===== src/rtl/ldm_stm_pkg.sv =====
// Shared types for the LDM/STM address sequencer: FSM states, addressing modes, word size.
package ldm_stm_pkg;

    localparam int WORD_BYTES = 4;

    typedef enum logic [1:0] {
        ST_IDLE = 2'd0,
        ST_BEAT = 2'd1,
        ST_DONE = 2'd2
    } state_t;

    // Encoded as {P, U}
    typedef enum logic [1:0] {
        AM_DA = 2'b00,
        AM_IA = 2'b01,
        AM_DB = 2'b10,
        AM_IB = 2'b11
    } amode_t;

endpackage


===== src/rtl/lowest_set_bit_encoder.sv =====
// Priority encoder: index and one-hot of the lowest set bit, plus a flag for "exactly one bit set".
// Purely combinational; no handshake.
module lowest_set_bit_encoder #(
    parameter int NUM_REGS      = 16,
    parameter int REG_IDX_WIDTH = 4
) (
    input  logic [NUM_REGS-1:0]      mask,
    output logic [REG_IDX_WIDTH-1:0] idx,
    output logic [NUM_REGS-1:0]      onehot,
    output logic                     single
);

    always_comb begin
        onehot = mask & (~mask + NUM_REGS'(1));
        idx    = '0;
        for (int i = NUM_REGS - 1; i >= 0; i--) begin
            if (mask[i]) idx = REG_IDX_WIDTH'(i);
        end
        // One bit left exactly when clearing the lowest leaves nothing.
        single = (mask != '0) && ((mask & ~onehot) == '0);
    end

endmodule


===== src/rtl/ldm_stm_sequencer.sv =====
// Turns one LDM/STM request into one address beat per listed register, then a done pulse with the base write-back.
// Latency: first beat the cycle after start, done the cycle after the last handshake; beats hold while beat_ready_in=0.
module ldm_stm_sequencer
    import ldm_stm_pkg::*;
#(
    parameter int ADDR_WIDTH    = 32,
    parameter int NUM_REGS      = 16,
    parameter int REG_IDX_WIDTH = 4,
    parameter int TAG_WIDTH     = 4
) (
    input  logic                     clk_in,
    input  logic                     reset_in,
    input  logic                     start_in,
    output logic                     start_ready_out,
    input  logic [NUM_REGS-1:0]      reg_list_in,
    input  logic [ADDR_WIDTH-1:0]    base_addr_in,
    input  logic                     pre_index_in,
    input  logic                     up_in,
    input  logic                     writeback_in,
    input  logic                     load_in,
    input  logic [TAG_WIDTH-1:0]     instr_tag_in,
    output logic                     beat_valid_out,
    input  logic                     beat_ready_in,
    output logic [ADDR_WIDTH-1:0]    beat_addr_out,
    output logic [REG_IDX_WIDTH-1:0] beat_reg_idx_out,
    output logic                     beat_load_out,
    output logic                     beat_last_out,
    output logic [TAG_WIDTH-1:0]     beat_tag_out,
    input  logic                     flush_in,
    output logic                     busy_out,
    output logic                     done_out,
    output logic                     wb_en_out,
    output logic [ADDR_WIDTH-1:0]    wb_data_out
);

    localparam int CNT_W = $clog2(NUM_REGS + 1);

    function automatic logic [CNT_W-1:0] popcount(input logic [NUM_REGS-1:0] v);
        logic [CNT_W-1:0] c;
        c = '0;
        for (int i = 0; i < NUM_REGS; i++) c = c + CNT_W'(v[i]);
        return c;
    endfunction

    state_t state_q, state_d;
    logic   beat_valid_q, beat_valid_d;
    logic   done_q, done_d;
    logic   busy_q, busy_d;

    logic [NUM_REGS-1:0]   pending_q;
    logic [ADDR_WIDTH-1:0] addr_q;
    logic                  load_q;
    logic [TAG_WIDTH-1:0]  tag_q;
    logic                  wb_en_q;
    logic [ADDR_WIDTH-1:0] wb_data_q;

    logic [REG_IDX_WIDTH-1:0] enc_idx;
    logic [NUM_REGS-1:0]      enc_onehot;
    logic                     enc_single;

    logic                  accept;
    logic                  handshake;
    logic [ADDR_WIDTH-1:0] word;
    logic [ADDR_WIDTH-1:0] span;
    logic [ADDR_WIDTH-1:0] first_addr;
    logic [ADDR_WIDTH-1:0] wb_calc;

    lowest_set_bit_encoder #(
        .NUM_REGS      (NUM_REGS),
        .REG_IDX_WIDTH (REG_IDX_WIDTH)
    ) u_enc (
        .mask   (pending_q),
        .idx    (enc_idx),
        .onehot (enc_onehot),
        .single (enc_single)
    );

    // Flush wins over both a new start and an in-flight handshake.
    assign accept    = (state_q == ST_IDLE) && start_in && !flush_in;
    assign handshake = beat_valid_q && beat_ready_in && !flush_in;

    always_comb begin
        word = ADDR_WIDTH'(WORD_BYTES);
        span = ADDR_WIDTH'(popcount(reg_list_in)) * word;
        case (amode_t'({pre_index_in, up_in}))
            AM_IA:   first_addr = base_addr_in;
            AM_IB:   first_addr = base_addr_in + word;
            AM_DA:   first_addr = base_addr_in - span + word;
            default: first_addr = base_addr_in - span;
        endcase
        wb_calc = up_in ? (base_addr_in + span) : (base_addr_in - span);
    end

    // State register; beat_valid/done/busy are registered alongside it.
    always_ff @(posedge clk_in) begin
        if (reset_in) begin
            state_q      <= ST_IDLE;
            beat_valid_q <= 1'b0;
            done_q       <= 1'b0;
            busy_q       <= 1'b0;
        end else begin
            state_q      <= state_d;
            beat_valid_q <= beat_valid_d;
            done_q       <= done_d;
            busy_q       <= busy_d;
        end
    end

    always_comb begin
        state_d = state_q;
        case (state_q)
            ST_IDLE: if (accept) state_d = (reg_list_in == '0) ? ST_DONE : ST_BEAT;
            ST_BEAT: if (handshake && enc_single) state_d = ST_DONE;
            ST_DONE: state_d = ST_IDLE;
            default: state_d = ST_IDLE;
        endcase
        if (flush_in) state_d = ST_IDLE;
    end

    always_comb begin
        beat_valid_d = (state_d == ST_BEAT);
        done_d       = (state_d == ST_DONE);
        busy_d       = (state_d != ST_IDLE);
    end

    always_ff @(posedge clk_in) begin
        if (reset_in) begin
            pending_q <= '0;
            addr_q    <= '0;
            load_q    <= 1'b0;
            tag_q     <= '0;
            wb_en_q   <= 1'b0;
            wb_data_q <= '0;
        end else if (accept) begin
            pending_q <= reg_list_in;
            addr_q    <= first_addr;
            load_q    <= load_in;
            tag_q     <= instr_tag_in;
            wb_en_q   <= writeback_in;
            wb_data_q <= wb_calc;
        end else if (handshake) begin
            pending_q <= pending_q & ~enc_onehot;
            addr_q    <= addr_q + word;
        end
    end

    assign start_ready_out  = (state_q == ST_IDLE);
    assign beat_valid_out   = beat_valid_q;
    assign beat_addr_out    = addr_q;
    assign beat_reg_idx_out = beat_valid_q ? enc_idx : '0;
    assign beat_last_out    = beat_valid_q && enc_single;
    assign beat_load_out    = load_q;
    assign beat_tag_out     = tag_q;
    assign busy_out         = busy_q;
    assign done_out         = done_q;
    assign wb_en_out        = done_q && wb_en_q;
    assign wb_data_out      = done_q ? wb_data_q : '0;

endmodule


===== config.mk =====
export PLATFORM = sky130hd
export DESIGN_NAME = ldm_stm_sequencer
export DESIGN_NICKNAME = d
export VERILOG_FILES = /design/src/rtl/ldm_stm_pkg.sv /design/src/rtl/lowest_set_bit_encoder.sv /design/src/rtl/ldm_stm_sequencer.sv
export SDC_FILE = /design/constraint.sdc
export NUM_CORES = 1
export LEC_CHECK = 0
export BUFFER_PORTS_ARGS = -buffer_cell sky130_fd_sc_hd__buf_2
export CAP_MARGIN = 20
export CORE_MARGIN = 1.5
export CORE_UTILIZATION = 50
export CTS_CLUSTER_DIAMETER = 40
export DETAILED_ROUTE_END_ITERATION = 16
export PLACE_DENSITY_LB_ADDON = 0.3
export SLEW_MARGIN = 15
export SYNTH_ARGS = -nofsm -noshare
export SYNTH_HDL_FRONTEND = slang
export SYNTH_SLANG_ARGS = --single-unit

===== constraint.sdc =====
create_clock -name clk_in -period 10.05 [get_ports clk_in]
set_input_delay 2.01 -clock clk_in [delete_from_list [all_inputs] [get_ports clk_in]]
set_output_delay 2.01 -clock clk_in [all_outputs]
set_load 0.01 [all_outputs]

# ---- Yosys cells after proc, flatten, opt, wreduce, memory -nomap -nowiden
# Index checks and enable logic that the tools add are counted.
dict set report classes {
  addsub 21
  n_eq_ne 5
  n_mux 29
  n_bitwise 4
  n_reduce_logical 16
}
# operator count
set op_table {}
lappend op_table {{32-bit 2-to-1 mux} 4}
lappend op_table {{32-bit by 3-bit adder with 32-bit output, second input constant} 3}
lappend op_table {{32-bit case mux with 3 select lines} 1}
lappend op_table {{4-bit 2-to-1 mux} 17}
lappend op_table {{5-bit by 1-bit adder with 5-bit output} 11}
lappend op_table {{32-bit by 7-bit adder with 32-bit output} 1}
lappend op_table {{16-bit AND} 2}
lappend op_table {{16-bit zero test} 2}
lappend op_table {{16-bit 2-to-1 mux} 2}
lappend op_table {{16-bit inverter} 2}
lappend op_table {{32-bit by 7-bit subtractor with 32-bit output} 1}
lappend op_table {{16-bit by 1-bit adder with 16-bit output, second input constant} 1}
lappend op_table {{16-bit nonzero test} 1}
lappend op_table {{1-bit logical AND} 8}
lappend op_table {{2-bit 2-to-1 mux} 4}
lappend op_table {{2-bit by 1-bit equality test with 1-bit output, second input constant} 3}
lappend op_table {{4-bit by 1-bit adder with 5-bit output} 1}
lappend op_table {{3-bit by 1-bit adder with 4-bit output} 1}
lappend op_table {{2-bit equality test, second input constant} 2}
lappend op_table {{2-bit zero test} 2}
lappend op_table {{2-bit case mux with 2 select lines} 1}
lappend op_table {{2-bit nonzero test} 2}
lappend op_table {{2-bit by 1-bit adder with 3-bit output} 1}
lappend op_table {{1-bit by 1-bit adder with 2-bit output} 1}
lappend op_table {{1-bit zero test} 1}
dict set report word_totals {
  reg_bits 91
  in_bits 61
  wordCells 85
}

# ---- Logic depth before layout (Yosys ltp)
dict set report logic_depth {
  ltp_word 19
  ltp_mapped 24
  mapped_depth_nobuf 23
}

# ---- Hierarchy
# A second synthesis with hierarchy kept.
dict set report hier_totals {
  cells_unflattened 1239
  hier_area_um2 8846.0
}
# mod n_inst cells_each area_per_inst_um2 seq_area_each_um2
set modules_own_cells {}
lappend modules_own_cells {ldm_stm_sequencer 1 1167 8340.5 1821.7}
lappend modules_own_cells {lowest_set_bit_encoder 1 72 505.5 0.0}

# ---- Least setup slack after synthesis
# OpenSTA, ideal clock, no wires.
dict set report synth_timing {
  path_kind {input to register}
  start {input port reg_list_in[0]}
  end {register addr_q[24] (netlist: beat_addr_out[24])}
  setup_ns 0.115
  arrival_ns 7.707
  required_ns 9.935
  setup_slack_ns 2.228
  path_stages 21
  path_buffers 1
  cell_sequence {inv_1 -> fa_1 -> fa_1 -> fa_1 -> fa_1 -> inv_1 -> ha_1 -> fa_1 -> a21o_1 -> and2_1 -> ha_1 -> or4_1 -> nand2_1 -> o31ai_1 -> a222oi_1 -> and3_1 -> clkbuf_1 -> and4_2 -> nand2_1 -> xnor2_1 -> a2111oi_0}
}
dict set report synth_via {
  elab_chain_cells 19
}
# item line
set synth_rtl {}
lappend synth_rtl {{from (decl)} ldm_stm_sequencer.sv:15} ;# input logic [NUM_REGS-1:0] reg_list_in,
lappend synth_rtl {{1-bit by 1-bit adder with 2-bit output (*)} ldm_stm_sequencer.sv:41} ;# for (int i = 0; i < NUM_REGS; i++) c = c + CNT_W'(v[i]);
lappend synth_rtl {{2-bit by 1-bit adder with 3-bit output (*)} ldm_stm_sequencer.sv:41}
lappend synth_rtl {{3-bit by 1-bit adder with 4-bit output (*)} ldm_stm_sequencer.sv:41}
lappend synth_rtl {{4-bit by 1-bit adder with 5-bit output (*)} ldm_stm_sequencer.sv:41}
lappend synth_rtl {{5-bit by 1-bit adder with 5-bit output (*) (11 in a row)} ldm_stm_sequencer.sv:41}
lappend synth_rtl {{32-bit by 7-bit subtractor with 32-bit output (*)} {ldm_stm_sequencer.sv:88, ldm_stm_sequencer.sv:89}}
lappend synth_rtl {{32-bit by 3-bit adder with 32-bit output} ldm_stm_sequencer.sv:88} ;# AM_DA: first_addr = base_addr_in - span + word;
lappend synth_rtl {{32-bit case mux with 3 select lines (*)} ldm_stm_sequencer.sv:85} ;# case (amode_t'({pre_index_in, up_in}))
lappend synth_rtl {{32-bit 2-to-1 mux (*)} ldm_stm_sequencer.sv:134} ;# end else if (accept) begin
lappend synth_rtl {{to (signal assigned)} ldm_stm_sequencer.sv:136} ;# addr_q <= first_addr;
lappend synth_rtl {{to (signal assigned)} ldm_stm_sequencer.sv:143} ;# addr_q <= addr_q + word;
lappend synth_rtl {{to (decl)} ldm_stm_sequencer.sv:51} ;# logic [ADDR_WIDTH-1:0] addr_q;
# Mark *: on every way between the ends. The rest lies on a longest branch, timed or not.
# A chain may end at the register's enable or synchronous reset.

# ---- Worst setup path in the final report
dict set report layout_timing {
  start {input port reg_list_in[11]}
  end {register addr_q[31] (netlist: beat_addr_out[31])}
}
dict set report layout_via {
  elab_chain_cells 9
}
# item line
set layout_rtl {}
lappend layout_rtl {{5-bit by 1-bit adder with 5-bit output (*) (5 in a row)} ldm_stm_sequencer.sv:41}
lappend layout_rtl {{32-bit by 7-bit subtractor with 32-bit output (*)} {ldm_stm_sequencer.sv:88, ldm_stm_sequencer.sv:89}}
lappend layout_rtl {{32-bit by 3-bit adder with 32-bit output} ldm_stm_sequencer.sv:88}
lappend layout_rtl {{32-bit case mux with 3 select lines (*)} ldm_stm_sequencer.sv:85}
lappend layout_rtl {{32-bit 2-to-1 mux (*)} ldm_stm_sequencer.sv:134}
# Marks and branches as above.

==> results.cfg <==
[outcome]
status = completed

[yosys]
synth_edf_count = 0
synth_seq_cells = 91
synth_warnings = 0
syn_area_mm2 = 0.008554
synth_cells = 1191
synth_cell_types = 89
yosys_most_used_dff = dfxtp_1
syn-num-nets = 1286
syn_area_per_cell_um2 = 7.183
yosysSeqAreaShare = 0.2130
async_flop_share = 0

[timing]
rsz0062_at_grt = false
worst_slew_margin_rel = 0.2966
finalSetupTns_ps = 0
setup_viol = 0
fmax_mhz = 120.5
worst_slew_pin_slew_ps = 1055
slew_viol_final = 0
fin_worst_skew_ps = 16.41
post-route-period-util = 0.8258
hold_violations = 0
fin_crit_ps = 8299

[critical_path]
critPathSlowestCell = a2111oi_4
slowest_delay_ps = 770
cp.arrival_ps = 8500
path_delay_family = adder cells
cp-end-kind = flop
crit_buf_inv = 3
worst-setup-path-type = in2reg
crit_chain = buf_2 -> inv_1 -> fa_1 -> fa_1 -> fa_1 -> fa_1 -> inv_1 -> ha_1 -> fa_1 -> xor2_1 -> ha_1 -> nor2b_1 -> a2111oi_4 -> o21ai_1 -> a222oi_1 -> and3_1 -> nand4_4 -> nor4_1 -> mux2i_1 -> o21ai_0
crit_required_ps = 10250
path_max_fanout = 14
path_common_cell = fa_1
cp-start-kind = input port

[finish]
drive_gt1_frac = 0.1568
syn_to_final_growth_pct = 12.01
multi_input_area_mm2 = 0.006195
final_area_mm2 = 0.009582
regArea_mm2 = 0.001822
fillers = 1641
antenna_cells = 0
fin_nets = 1359

[cts]
htree_num_levels = 3
clkTransAtPathRegs_ps = 70
max-clock-path-buffers = 2
cts_tree = done
post_cts_resized = 0
postCtsSetupBuffers = 0
hold_buffers = 0
numCtsBuffers = 9
cts.sinks = 91
clock_latency_ps = 360
cts-root-buf = clkbuf_16

[floorplanning]
coreArea_mm2 = 0.01664
die_y_um = 133.8
die_x_um = 133.8
die_area_mm2 = 0.01790
fp-row-count = 47
start_util = 0.5140
boundaryPins = 140

[power]
p_sw_frac = 0.4370
combPwrFrac = 0.495
p_seq_frac = 0.267
powerDensity_mw_per_mm2 = 159.6
p_sw_mw = 0.6684
leakagePower_nw = 3.733
p_int_mw = 0.8611
clkPwrFrac = 0.238
ir_drop_v = 0.0001208

[placement]
port_buffers = 139
placed_cell_area_mm2 = 0.009258
dp_hpwl_mm = 21.18
place.gp.congestion = 0.9724

[routing]
routed.top_layer = met4
routed-wl-met3_mm = 2.495
drc_errors = 0
drt-pass1-iter-count = 6
viasPerCell = 6.242
wl_mm = 28.80
wl_met1_mm = 12.93
antenna_left = 0
drt_iter0_drc = 1133
route.met2.wl_mm = 12.88
wl_per_cell_um = 19.34
via_count = 9295

[global_route]
grt_pass1_wl_mm = 45.57
antenna_found_initial = 0
grt_pass1_vias = 8315
grt_use_total = 0.3182
grt_max_degree = 95
grt-ovfl-total = 0

[flow_run]
cap_viol_max_count = 0

[worst_hold_path]
hp-class = reg2reg
## cells by family after synthesis
logic type | after synthesis | synth area share
buffers and inverters | 139 | 0.06436
flip-flops | 91 | 0.2130
multiplexers | 7 | 0.008191
XOR/XNOR | 101 | 0.1034
AND/OR/NAND/NOR | 525 | 0.3181
AO/OA/AOI/OAI | 292 | 0.2304
adder cells (fa/ha/maj) | 36 | 0.06260
## worst reg2reg max path: stages (launching register included)
cell       delay [ps]
dfxtp_1           370
nor4_2            610
nand4_1           430
o41a_1            420
or3_1             300
a21o_1            190
a21oi_1           230
and3b_1           230
a2bb2oi_1         230
nor4_1             70
## layout make-up
cell class | count | share of cell area
sequential | 91 | 0.1901
inverter | 50 | 0.01959
multi-input combinational | 961 | 0.6465
clock buffer | 9 | 0.02350
tap | 220 | 0.02873
clock inverter | 7 | 0.008749
timing repair buffer | 151 | 0.08279
## metal layers
metal | up-vias | global-route usage
met4 | 0 | 0.08031
met1 | 4351 | 0.4716
li1 | 4443 | -
met2 | 464 | 0.4851
met3 | 37 | 0.04346
met5 | - | 0
## worst paths after layout
check	from	endpoint	slack [ps]	cells after the start
hold reg to reg	wb_data_q[11]$_SDFFE_PP0P_	wb_data_q[11]$_SDFFE_PP0P_	450	2
setup reg to reg	pending_q[0]$_SDFFE_PP0P_	beat_valid_out$_SDFF_PP0_	6800	9
hold / removal	wb_data_q[11]$_SDFFE_PP0P_	wb_data_q[11]$_SDFFE_PP0P_	450	2
setup / recovery	reg_list_in[11]	beat_addr_out[31]$_SDFFE_PP0P_	1750	20
## cells in the mapped netlist (6+ instances only)
library cell / n / area share
nand3_1: 50 / 0.029
a221oi_1: 6 / 0.0061
a31oi_1: 14 / 0.010
buf_2: 8 / 0.0047
and2_1: 36 / 0.026
inv_1: 49 / 0.022
nor2_1: 85 / 0.037
nor2b_1: 7 / 0.0051
nand2_1: 165 / 0.072
clkbuf_1: 70 / 0.031
o22ai_1: 10 / 0.0073
fa_1: 12 / 0.028
nor4_1: 29 / 0.021
a41oi_1: 6 / 0.0061
o211ai_1: 11 / 0.0097
a21oi_1: 114 / 0.067
xnor2_1: 59 / 0.060
nand3b_1: 7 / 0.0061
dfxtp_1: 91 / 0.21
or3_1: 10 / 0.0073
nand4_1: 25 / 0.018
and3_1: 16 / 0.012
ha_1: 22 / 0.032
xor2_1: 42 / 0.043
a21o_1: 9 / 0.0079
and4_1: 10 / 0.010
buf_1: 7 / 0.0031
mux2i_1: 7 / 0.0082
nor3_1: 38 / 0.022
o21ai_0: 19 / 0.011
nor3b_1: 7 / 0.0061
a211oi_1: 28 / 0.025
o21bai_1: 8 / 0.0070
## flip-flops by register name, summed over array words and instances, names as in the netlist
register        count
beat_addr_out      32
wb_data_q          32
pending_q          16
beat_tag_out        4
state_q             2
beat_load_out       1
beat_valid_out      1
busy_out            1
done_out            1
wb_en_q             1
## cell usage in the layout (no fill, tap or decap), types with 6 or more instances in the layout
master       n
and3_1      16
ha_1        22
buf_4       11
nor2b_1      6
xnor2_1     59
nand3b_1     7
nand2_1    165
nand4_1     25
or3_1       10
o21bai_1     8
xor2_1      42
nand3_1     50
a41oi_1      6
nor3_1      38
a31oi_1     14
fa_1        12
nor3b_1      7
mux2i_1      7
a21o_1       9
o21ai_0     19
clkbuf_16    9
nor2_1      85
dfxtp_1     91
inv_1       49
buf_2      139
a21oi_1    114
and2_1      36
and4_1      10
a221oi_1     6
nor4_1      29
a211oi_1    28
o22ai_1     10
o211ai_1    11
## power groups by stage
stage | sequential [mW] | combinational, mW | clock [mW]
after floorplan | 0.416 | 0.563 | 0
after global placement | 0.415 | 0.720 | 0
after detailed placement | 0.417 | 0.734 | 0
after CTS | 0.408 | 0.740 | 0.367
after global routing | 0.412 | 0.829 | 0.386
final | 0.409 | 0.757 | 0.363
## stage by stage
step             util  setup slack [ps]  power, mW  instances  hold slack (ps)
2_1_floorplan       -              2228     0.9784       1191            427.3
6_report       0.5757              1751      1.530       1489            450.0
3_3_place_gp   0.5563              1537      1.136       1472            435.2
3_5_place_dp   0.5563              1483      1.150       1472            438.5
5_1_grt        0.5757              1267      1.628       1489            465.5
4_1_cts        0.5748              1805      1.516       1488            449.2
(Power assumes the default switching activity.)
